[config.mk]
export PLATFORM = sky130hd
export DESIGN_NAME = fir_mac
export DESIGN_NICKNAME = d
export VERILOG_FILES = /design/src/rtl/fir_pkg.sv /design/src/rtl/fir_round_sat.sv /design/src/rtl/fir_mac.sv
export SDC_FILE = /design/constraint.sdc
export NUM_CORES = 1
export LEC_CHECK = 0
export CAP_MARGIN = 25
export CORE_UTILIZATION = 40
export CTS_CLUSTER_DIAMETER = 150
export DETAILED_ROUTE_END_ITERATION = 12
export HOLD_SLACK_MARGIN = 0.12
export MAX_ROUTING_LAYER = met4
export PLACE_DENSITY = 0.56
export SETUP_SLACK_MARGIN = 0.5
export SLEW_MARGIN = 20
export SYNTH_ARGS = -nofsm -noshare
export SYNTH_HDL_FRONTEND = slang
export SYNTH_SLANG_ARGS = --single-unit
[constraint.sdc]
create_clock -name clk -period 8.7 [get_ports clk]
set_input_delay 1.305 -clock clk [delete_from_list [all_inputs] [get_ports clk]]
set_output_delay 1.305 -clock clk [all_outputs]
set_load 0.02 [all_outputs]
[src/rtl/fir_pkg.sv]
// fir_pkg: shared widths, signed types and the round/saturate helper for the FIR datapath
package fir_pkg;
  localparam int DATA_W = 16;
  localparam int COEF_W = 16;
  localparam int ACC_W = 40;
  localparam int OUT_W = 16;
  localparam int SHIFT = 15;
  typedef logic signed [DATA_W-1:0] sample_t;
  typedef logic signed [COEF_W-1:0] coef_t;
  typedef logic signed [ACC_W-1:0] acc_t;
  typedef struct packed {
    logic sat;
    logic signed [63:0] val;
  } rs_t;
  function automatic rs_t round_sat(input logic signed [63:0] acc, input int shift, input int ow);
    logic signed [64:0] r, hi, lo;
    rs_t o;
    r = ($signed({acc[63], acc}) + (65'sd1 <<< (shift - 1))) >>> shift;
    hi = (65'sd1 <<< (ow - 1)) - 65'sd1;
    lo = -(65'sd1 <<< (ow - 1));
    o.sat = r > hi || r < lo;
    o.val = r > hi ? hi[63:0] : r < lo ? lo[63:0] : r[63:0];
    return o;
  endfunction
endpackage

[src/rtl/fir_round_sat.sv]
// fir_round_sat: combinational round-half-up, arithmetic shift and saturate of an accumulator
module fir_round_sat
  import fir_pkg::*;
#(
  parameter int ACC_W = fir_pkg::ACC_W,
  parameter int OUT_W = fir_pkg::OUT_W,
  parameter int SHIFT = fir_pkg::SHIFT
) (
  input  logic signed [ACC_W-1:0] acc,
  output logic signed [OUT_W-1:0] out_data,
  output logic                    sat
);
  logic [63-OUT_W:0] unused_hi;
  assign {sat, unused_hi, out_data} = round_sat(64'(acc), SHIFT, OUT_W);
endmodule

[src/rtl/fir_mac.sv]
// fir_mac: two-stage pipelined signed multiply-accumulate with rounded, saturated result
module fir_mac
  import fir_pkg::*;
#(
  parameter int DATA_W = fir_pkg::DATA_W,
  parameter int COEF_W = fir_pkg::COEF_W,
  parameter int ACC_W = fir_pkg::ACC_W,
  parameter int OUT_W = fir_pkg::OUT_W,
  parameter int SHIFT = fir_pkg::SHIFT
) (
  input  logic                     clk,
  input  logic                     rst,
  input  logic                     in_valid,
  input  logic signed [DATA_W-1:0] sample,
  input  logic signed [COEF_W-1:0] coef,
  input  logic                     first,
  input  logic                     last,
  output logic                     out_valid,
  output logic signed [OUT_W-1:0]  out_data,
  output logic signed [ACC_W-1:0]  acc_full,
  output logic                     out_sat
);
  localparam int P_W = DATA_W + COEF_W;
  logic signed [P_W-1:0] p1;
  logic v1, f1, l1, rs_sat;
  logic signed [ACC_W-1:0] acc, acc_nx;
  logic signed [OUT_W-1:0] rd;
  assign acc_nx = f1 ? ACC_W'(p1) : acc + ACC_W'(p1);
  fir_round_sat #(.ACC_W(ACC_W), .OUT_W(OUT_W), .SHIFT(SHIFT)) u_rs (
    .acc(acc_nx),
    .out_data(rd),
    .sat(rs_sat)
  );
  always_ff @(posedge clk) begin
    if (rst) begin
      p1 <= '0;
      v1 <= 1'b0;
      f1 <= 1'b0;
      l1 <= 1'b0;
      acc <= '0;
      out_valid <= 1'b0;
      out_data <= '0;
      acc_full <= '0;
      out_sat <= 1'b0;
    end else begin
      v1 <= in_valid;
      if (in_valid) begin
        p1 <= P_W'(sample) * P_W'(coef);
        f1 <= first;
        l1 <= last;
      end
      if (v1) acc <= acc_nx;
      out_valid <= v1 && l1;
      if (v1 && l1) begin
        out_data <= rd;
        acc_full <= acc_nx;
        out_sat <= rs_sat;
      end
    end
  end
endmodule

==> flow_summary.yaml, run 1 <==
timing:
  min_period_over_period_pct: 90.9
  rsz0062_at_grt: "no"
  drv_slew: 0
  setup_tns_ns: 0
  max_clock_freq_ghz: 0.126
  setup_violations: 0
  worst_clock_skew_ns: 0.0121
  hold_violations: 0
  worst_slew_pin_slew_ns: 0.955
  min_period_ns: 7.91
  relSlewSlack_pct: 35.9
critical_path:
  slowest_delay_ns: 0.54
  cp.depth: 26
  critPathBufInv: 7
  critPathMostFrequentCell: "fa_1"
  worstPathMaxFanout: 5
  cp-start-kind: "input port"
  cp_top_family: "adder cells"
  crit_path_top_delay_cell: "fa_1"
  crit_type: "in -> reg"
  cp-end-kind: "flop"
  cp.required_ns: 9.05
  reg2reg_depth: 17
  critPathArrivalTime_ns: 8.25
final_layout:
  syn_to_final_growth_pct: 12.1
  regArea_um2: 2670
  multi_input_area_um2: 14100
  num-fill-cells: 4587
  layout_common_cells: "inv_1, fa_1, nand2_1"
  drive_gt1_share_pct: 5.91
  stdcell_count: 2885
  antennaDiodeCount: 0
  fin_nets: 2695
  final_common_cell: "inv_1"
yosys:
  synthArstFlopShare_pct: 0
  synth_top_cell_area_share_pct: 28.6
  syn_nets: 2631
  synth_flop_cell: "dfxtp_1"
  synth-edff-count: 0
  syn-cell-area_um2: 18400
  seq_area_frac_synth_pct: 14.5
  syn_inst: 2209
  avgSynthCellArea_um2: 8.33
  synth_area_leaders: "fa_1, dfxtp_1, ha_1"
  yosys_warnings: 0
  synth_cell_types: 90
  yosys_register_bits: 133
  yosysTopAreaCell: "fa_1"
power_and_ir_drop:
  power_density_nw_per_um2: 446
  leakage_uw: 0.00955
  vdd_drop_max_uv: 388
placed_design:
  port_buffers: 94
  post-place-cells: 2854
  gp_congestion: 0.892
  dp_hpwl_um: 38800
clocking:
  clk_transition_reported_paths_ns: 0.06
  cts_buffer_depth: 2
  cts_tree: "yes"
  cts_root_buf: "clkbuf_16"
  post-cts-setup-buffer-count: 0
  hold_buffers: 0
  numClockSinks: 133
  h-tree-depth: 4
  worst_skew_pair.late_latency_ns: 0.44
  cts_buffers: 17
floorplanning:
  die_h_um: 217
  die_x_um: 217
  start_util_pct: 40.6
  die_area_um2: 46900
  rows: 78
  core_um2: 45400
  io_pins: 95
global_routing:
  grtUsageTotal_pct: 21.6
  grt_pass1_wl_um: 79300
  antenna_found_initial: 0
  grt_pass1_vias: 15142
  grt-ovfl-total: 0
  grt_max_degree: 84
drt:
  ant_nets: 0
  wl_per_cell_um: 16.4
  drt_iter0_drc: 952
  wl_um: 47400
  vias: 14823
  drc_errors: 0
  viasPerCell: 5.14
  firstDrtPassIters: 5
min_path:
  hp-class: "reg -> reg"
  hold_path_depth: 2
status:
  status: "finished, final reports clean"
run:
  drv_cap: 0
## power by group
part	internal [uW]	total (uW)	switching, uW
clock	368	647	279
sequential	710	790	80.5
combinational	3530	7770	4240
## area by class of cell
cell class | instances | share of cell area [%]
Sequential cell | 133 | 12.9
Multi-Input combinational cell | 1637 | 68.3
Clock inverter | 12 | 0.400
Tap cell | 600 | 3.64
Inverter | 338 | 6.15
Timing Repair Buffer | 146 | 6.46
Clock buffer | 19 | 2.15
## stage by stage
step / utilization (%) / hold slack (ns) / area [um^2] / setup slack [ns] / power [uW]
2_1_floorplan: - / 0.458 / 18400 / 0.845 / 6920
3_3_place_gp: 44.2 / 0.441 / 20100 / 0.114 / 8430
3_5_place_dp: 44.2 / 0.448 / 20100 / 0.0361 / 8550
4_1_cts: 45.4 / 0.458 / 20600 / 0.554 / 9270
5_1_grt: 45.5 / 0.477 / 20600 / 0.512 / 10400
6_report: 45.5 / 0.453 / 20600 / 0.795 / 9210
## routing by layer
layer  vias up  global-route usage, %  part of all wire [%]
li1       7308                      -                     -
met1      7190                   29.8                    50
met2       282                   34.0                    45
met3        43                   2.04                   3.3
met4         0                   5.16                   1.2
met5         -                      -                     0
## sequential cells by signal (all words and copies together), names as in the netlist
register   count
acc           40
acc_full      40
p1            32
out_data      16
f1             1
l1             1
out_sat        1
out_valid      1
v1             1
## synth_stat cells (8+ instances only)
| library cell | n |
|---|---|
| xnor2_1 | 45 |
| o21a_1 | 12 |
| o21ai_0 | 45 |
| and3_1 | 14 |
| or3_1 | 11 |
| ha_1 | 122 |
| nor3_1 | 32 |
| xor2_1 | 22 |
| o211ai_1 | 11 |
| mux2i_1 | 44 |
| clkbuf_1 | 79 |
| inv_1 | 338 |
| nand3_1 | 32 |
| o22ai_2 | 10 |
| dfxtp_1 | 133 |
| a21o_1 | 31 |
| nand2b_1 | 8 |
| a21oi_1 | 92 |
| nand2_1 | 258 |
| and2_1 | 116 |
| o21ai_1 | 12 |
| nor2_1 | 236 |
| nor2b_1 | 8 |
| nand4_1 | 22 |
| buf_1 | 9 |
| a211oi_1 | 62 |
| buf_2 | 10 |
| fa_1 | 263 |
## timing repair
item	in CTS	in global routing
endpoints found under the setup margin	1	2
gates resized for setup	1	5
pin swaps	0	1
## worst min-delay path: cells and delay by family, from the launching register on
kind            cells  cell delay (ns)
compound gates      1             0.05
flops               1             0.30
simple gates        1             0.05
## logic make-up after synthesis
logic type / share of synthesized area [%]
AND/OR/NAND/NOR: 19.7
buffers and inverters: 9.12
adder cells (fa/ha/maj): 36.9
AO/OA/AOI/OAI: 14.1
flip-flops: 14.5
XOR/XNOR: 3.19
multiplexers: 2.58
## worst paths after layout
check	end	from	slack, ns
setup / recovery	p1[31]	sample[7]	0.79
setup reg to reg	out_data[0]	p1[0]	2.91
hold reg to reg	acc_full[39]	acc_full[39]	0.45
hold / removal	acc_full[39]	acc_full[39]	0.45
Note: power is estimated with default switching activity, not from simulation.
==> run 2, diff against run 1 <==
--- a/config.mk
+++ b/config.mk
@@ -12,8 +12,7 @@
 export HOLD_SLACK_MARGIN = 0.12
 export MAX_ROUTING_LAYER = met4
 export PLACE_DENSITY = 0.56
-export SETUP_SLACK_MARGIN = 0.5
-export SLEW_MARGIN = 20
+export SETUP_SLACK_MARGIN = 0.2
 export SYNTH_ARGS = -nofsm -noshare
 export SYNTH_HDL_FRONTEND = slang
 export SYNTH_SLANG_ARGS = --single-unit
==> run 2 against run 1 <==
  * Sequential power is essentially flat
  * First-iteration DRC count shrank 4.7%
  * Critical path depth is the same
  * Clock skew is essentially flat
  * Clock power is essentially flat
  * Count of clock-buffer cells in the layout is the same
  * Highest routed layer unchanged
  * Fmax shrank 1.4%
  * Setup slack lost 0.11 ns
  * Via count grew 0.77%
  * Final area is essentially flat
  * Register-to-register slack lost 0.07 ns
  * Wire length grew 0.47%
==> flow_summary.yaml, run 2 (same netlist as run 1, synthesis figures left out) <==
status:
  status: "finished, final reports clean"
global_routing:
  antenna_found_initial: 0
  grt_pass1_vias: 15224
  grt_pass1_wl_um: 79700
  grtUsageTotal_pct: 21.7
  grt-ovfl-total: 0
  grt_max_degree: 84
timing:
  rsz0062_at_grt: "no"
  worst_slew_pin_slew_ns: 0.971
  setup_tns_ns: 0
  min_period_ns: 8.02
  relSlewSlack_pct: 35.1
  hold_violations: 0
  setup_violations: 0
  min_period_over_period_pct: 92.2
  drv_slew: 0
  worst_clock_skew_ns: 0.0119
  max_clock_freq_ghz: 0.125
final_layout:
  final_common_cell: "inv_1"
  layout_common_cells: "inv_1, fa_1, nand2_1"
  syn_to_final_growth_pct: 12.0
  antennaDiodeCount: 0
  num-fill-cells: 4531
  stdcell_count: 2885
  multi_input_area_um2: 14100
  fin_nets: 2695
  drive_gt1_share_pct: 5.86
  reg_top3: "acc: 40 flops, acc_full: 40 flops, p1: 32 flops"
  regArea_um2: 2670
floorplanning:
  rows: 78
  die_x_um: 217
  die_area_um2: 46900
  core_um2: 45400
  die_h_um: 217
  io_pins: 95
  start_util_pct: 40.6
critical_path:
  critPathArrivalTime_ns: 8.37
  cp-start-kind: "input port"
  reg2reg_depth: 17
  cp.required_ns: 9.05
  cp-end-kind: "flop"
  crit_type: "in -> reg"
  worstPathMaxFanout: 8
clocking:
  clk_transition_reported_paths_ns: 0.06
  hold_buffers: 0
  cts_root_buf: "clkbuf_16"
  worst_skew_pair.late_latency_ns: 0.45
  cts_buffer_depth: 2
  post-cts-setup-buffer-count: 0
  h-tree-depth: 4
  numClockSinks: 133
  cts_tree: "yes"
  cts_buffers: 17
  post_cts_resize_count: 0
drt:
  vias: 14937
  drc_errors: 0
  wl_per_cell_um: 16.5
  viasPerCell: 5.18
  wl_um: 47600
  firstDrtPassIters: 5
  drt_iter0_drc: 907
  ant_nets: 0
power_and_ir_drop:
  pwr-share-seq_pct: 8.6
  intPower_uw: 4600
  vdd_drop_max_uv: 382
  combPwrFrac_pct: 84.4
  clock_power_share_pct: 7.0
  leakage_uw: 0.00954
  swShare_pct: 50.1
  power.switching_uw: 4610
  power_density_nw_per_um2: 446
placed_design:
  dp_hpwl_um: 38800
  port_buffers: 94
  gp_congestion: 0.892
  post-place-cells: 2854
min_path:
  hp-class: "reg -> reg"
  hold_path_depth: 2
run:
  drv_cap: 0
-- run 2: cell count changes in the layout (fill, tap and decap cells not counted) --
cell / before / now
a21oi_2: 3 / 2
a21oi_1: 91 / 92
clkinvlp_4: 6 / 4
inv_6: 2 / 0
dlymetal6s2s_1: 2 / 0
clkdlybuf4s50_1: 90 / 92
clkinv_4: 0 / 4
-- run 2: area by class of cell --
class                      instances  area share (%)
multi-input combinational       1637            68.3
clock inverter                    12           0.413
clock buffer                      19            2.15
inverter                         338            6.15
timing repair buffer             146            6.44
tap                              600            3.64
sequential                       133            12.9
-- run 2: metal layers --
layer | GRT usage, % | vias to the layer above | share of wire [%] | wire, um
li1 | - | 7315 | - | -
met1 | 29.9 | 7290 | 50 | 23800
met2 | 33.8 | 291 | 45 | 21500
met3 | 2.68 | 41 | 3.6 | 1710
met4 | 5.07 | 0 | 1.3 | 603
met5 | - | - | 0 | 0
-- run 2: per-stage QoR --
step	worst slack (ns)	area (um^2)	utilization, %	hold WS [ns]	power, uW
3_3_place_gp	0.114	20100	44.2	0.441	8430
4_1_cts	0.517	20600	45.4	0.456	9250
3_5_place_dp	0.0699	20100	44.2	0.448	8550
5_1_grt	0.225	20600	45.4	0.475	10400
6_report	0.680	20600	45.4	0.453	9200
2_1_floorplan	0.845	18400	-	0.458	6920
-- run 2: power by group through the flow --
stage | Sequential [uW] | Combinational, uW | Clock (uW)
6_report | 791 | 7760 | 649
5_1_grt | 802 | 8940 | 696
4_1_cts | 790 | 7790 | 668
3_5_place_dp | 802 | 7750 | 0
3_3_place_gp | 800 | 7630 | 0
2_1_floorplan | 784 | 6140 | 0
-- run 2: path summary, 6_finish.rpt --
path | start | to | slack (ns)
max | sample[6] | p1[31] | 0.68
min | acc_full[32] | acc_full[32] | 0.45
max reg2reg | p1[0] | out_data[0] | 2.84
min reg2reg | acc_full[32] | acc_full[32] | 0.45
-- run 2: critical path, cell delays in order --
cell and delay [ns]:
clkdlybuf4s50_1 0.57, and2_1 0.26, fa_1 0.50, inv_1 0.05
fa_1 0.56, fa_1 0.43, fa_1 0.49, inv_1 0.05
fa_1 0.54, inv_1 0.06, fa_1 0.54, inv_1 0.05
ha_1 0.30, a21o_1 0.17, a21o_1 0.18, a21oi_1 0.19
a21oi_1 0.14, o2111ai_2 0.27, a31oi_1 0.15, a41o_1 0.31
o41a_1 0.37, a2111oi_2 0.32, buf_4 0.17, a21oi_1 0.06
xnor2_1 0.12, a211oi_1 0.22
==> run 3, diff against run 2 <==
--- a/config.mk
+++ b/config.mk
@@ -6,13 +6,14 @@
 export NUM_CORES = 1
 export LEC_CHECK = 0
 export CAP_MARGIN = 25
-export CORE_UTILIZATION = 40
+export CORE_UTILIZATION = 35
 export CTS_CLUSTER_DIAMETER = 150
 export DETAILED_ROUTE_END_ITERATION = 12
 export HOLD_SLACK_MARGIN = 0.12
 export MAX_ROUTING_LAYER = met4
-export PLACE_DENSITY = 0.56
+export PLACE_DENSITY = 0.5
 export SETUP_SLACK_MARGIN = 0.2
 export SYNTH_ARGS = -nofsm -noshare
 export SYNTH_HDL_FRONTEND = slang
+export SYNTH_HIERARCHICAL = 1
 export SYNTH_SLANG_ARGS = --single-unit
==> run 3 against run 2 <==
  * Count of clock-buffer cells in the layout shrank 2
  * Sequential share of layout area grew 0.15 points
  * Register-to-register slack lost 0.50 ns
  * Final area shrank 1.1%
  * Non-clock buffer count shrank 19
  * Area after synthesis shrank 1.5%
  * Hold slack gained 0.0052 ns
  * Flip-flop and latch count is the same
  * Synthesized cell count shrank 3.3%
  * Final cell count shrank 0.35%
  * Clock skew shrank 0.0041 ns
  * Die area grew 12%
==> flow_summary.yaml, run 3 <==
global_routing:
  grt_pass1_vias: 15360
  grt-ovfl-total: 0
  grtUsageTotal_pct: 19.4
  grt_max_degree: 79
  antenna_found_initial: 0
  grt_pass1_wl_um: 79900
timing:
  setup_tns_ns: 0
  setup_violations: 0
  hold_violations: 0
  worst_slew_pin_slew_ns: 0.952
  min_period_ns: 7.78
  worst_clock_skew_ns: 0.00785
  drv_slew: 0
  relSlewSlack_pct: 36.5
  min_period_over_period_pct: 89.4
  max_clock_freq_ghz: 0.129
  fin_ws_ns: 0.923
  rsz0062_at_grt: "no"
critical_path:
  crit_path_top_delay_cell: "clkdlybuf4s50_1"
  cp-start-kind: "input port"
  cp.required_ns: 9.06
  worstPathMaxFanout: 16
  critPathMostFrequentCell: "fa_1"
  reg2reg_depth: 21
  crit_path_cell_trace: "clkdlybuf4s50_1 > nand2_1 > fa_1 > inv_1 > fa_1 > fa_1 > fa_1 > fa_1 > inv_1 > fa_1 > inv_1 > ha_1 > a211oi_1 > nand2_1 > a211oi_1 > a21o_1 > a21o_1 > o311a_1 > o21ai_0 > o21ai_0 > a221oi_1 > a21oi_1"
  crit_type: "in -> reg"
  crit_start: "sample[5]"
  r2r-end: "out_data[14]"
  slowest_delay_ns: 0.95
  reg2reg_from: "p1[0]"
  rrSetupSlack_ns: 2.34
  critPathArrivalTime_ns: 8.14
  endpoint: "p1[31]"
  cp-end-kind: "flop"
status:
  status: "finished, final reports clean"
yosys:
  syn-cell-area_um2: 18100
  yosys_warnings: 6
  syn_nets: 2558
  syn_inst: 2136
  avgSynthCellArea_um2: 8.49
floorplanning:
  die_h_um: 230
  core_um2: 51200
  die_area_um2: 52700
  start_util_pct: 35.4
  io_pins: 95
  rows: 83
  die_x_um: 230
drt:
  drt_iter0_drc: 844
  firstDrtPassIters: 5
  vias: 14493
  ant_nets: 0
  wl_per_cell_um: 16.1
  viasPerCell: 5.04
  drc_errors: 0
  wl_um: 46400
final_layout:
  drive_gt1_share_pct: 4.78
  final_common_cell: "inv_1"
  multi_input_area_um2: 13700
  reg_top3: "acc: 40 flops, acc_full: 40 flops, p1: 32 flops"
  num-fill-cells: 5228
  regArea_um2: 2670
  fin_nets: 2604
  syn_to_final_growth_pct: 12.5
  antennaDiodeCount: 0
  layout_common_cells: "inv_1, fa_1, nand2_1"
clocking:
  h-tree-depth: 4
  cts_tree: "yes"
  post-cts-setup-buffer-count: 0
  cts_buffer_depth: 2
  cts_buffers: 17
  numClockSinks: 133
  post_cts_resize_count: 0
  cts_root_buf: "clkbuf_16"
  clk_transition_reported_paths_ns: 0.06
  worst_skew_pair.late_latency_ns: 0.44
  hold_buffers: 0
placed_design:
  port_buffers: 94
  dpl_worst_slack_ns: 0.517
  gp_congestion: 0.855
  dp_hpwl_um: 37600
min_path:
  hp-class: "reg -> reg"
run:
  drv_cap: 0
-- run 3: per-layer routing --
layer	global-route usage [%]	vias to the layer above	share of wire, %
met5	-	-	0
met4	4.06	0	1.8
met3	2.34	48	2.7
met2	33.1	184	50
met1	24.6	7288	45
li1	-	6973	-
-- run 3: worst min-delay path by stage --
stage	cells past startpoint	from	slack [ns]	end
floorplan	2	p1[26]	0.45	p1[26]
global placement	2	out_data[14]	0.45	out_data[14]
detailed placement	2	out_data[15]	0.45	out_data[15]
CTS	2	out_data[14]	0.46	out_data[14]
global route	2	out_data[6]	0.48	out_data[6]
finish	2	out_data[7]	0.46	out_data[7]
-- run 3: final cells by class --
type / count / area share, %
Multi-Input combinational cell: 1530 / 67.0
Sequential cell: 133 / 13.1
Inverter: 373 / 6.87
Timing Repair Buffer: 127 / 5.91
Tap cell: 680 / 4.17
Clock buffer: 17 / 2.09
Clock inverter: 15 / 0.896
-- run 3: through the flow --
step	utilization, %	hold slack [ns]	area [um^2]	std cells
after detailed placement	38.6	0.451	19800	2843
after CTS	39.8	0.461	20400	2875
final	39.8	0.458	20400	2875
after floorplan	-	0.453	18100	2136
after global routing	39.8	0.484	20400	2875
after global placement	38.6	0.449	19700	2841
-- run 3: worst max-delay path: cells and delay by family --
kind	cells	cell delay, ns
and+or+nand+nor	2	0.27
adders and majority gates	7	3.51
buffers and inverters	4	1.09
AOI/OAI and AO/OA	9	1.97
Power of run 3 is left out: the tool's default activity adds up to more than one toggle a clock period on the data nets, which glitch-free logic cannot reach.
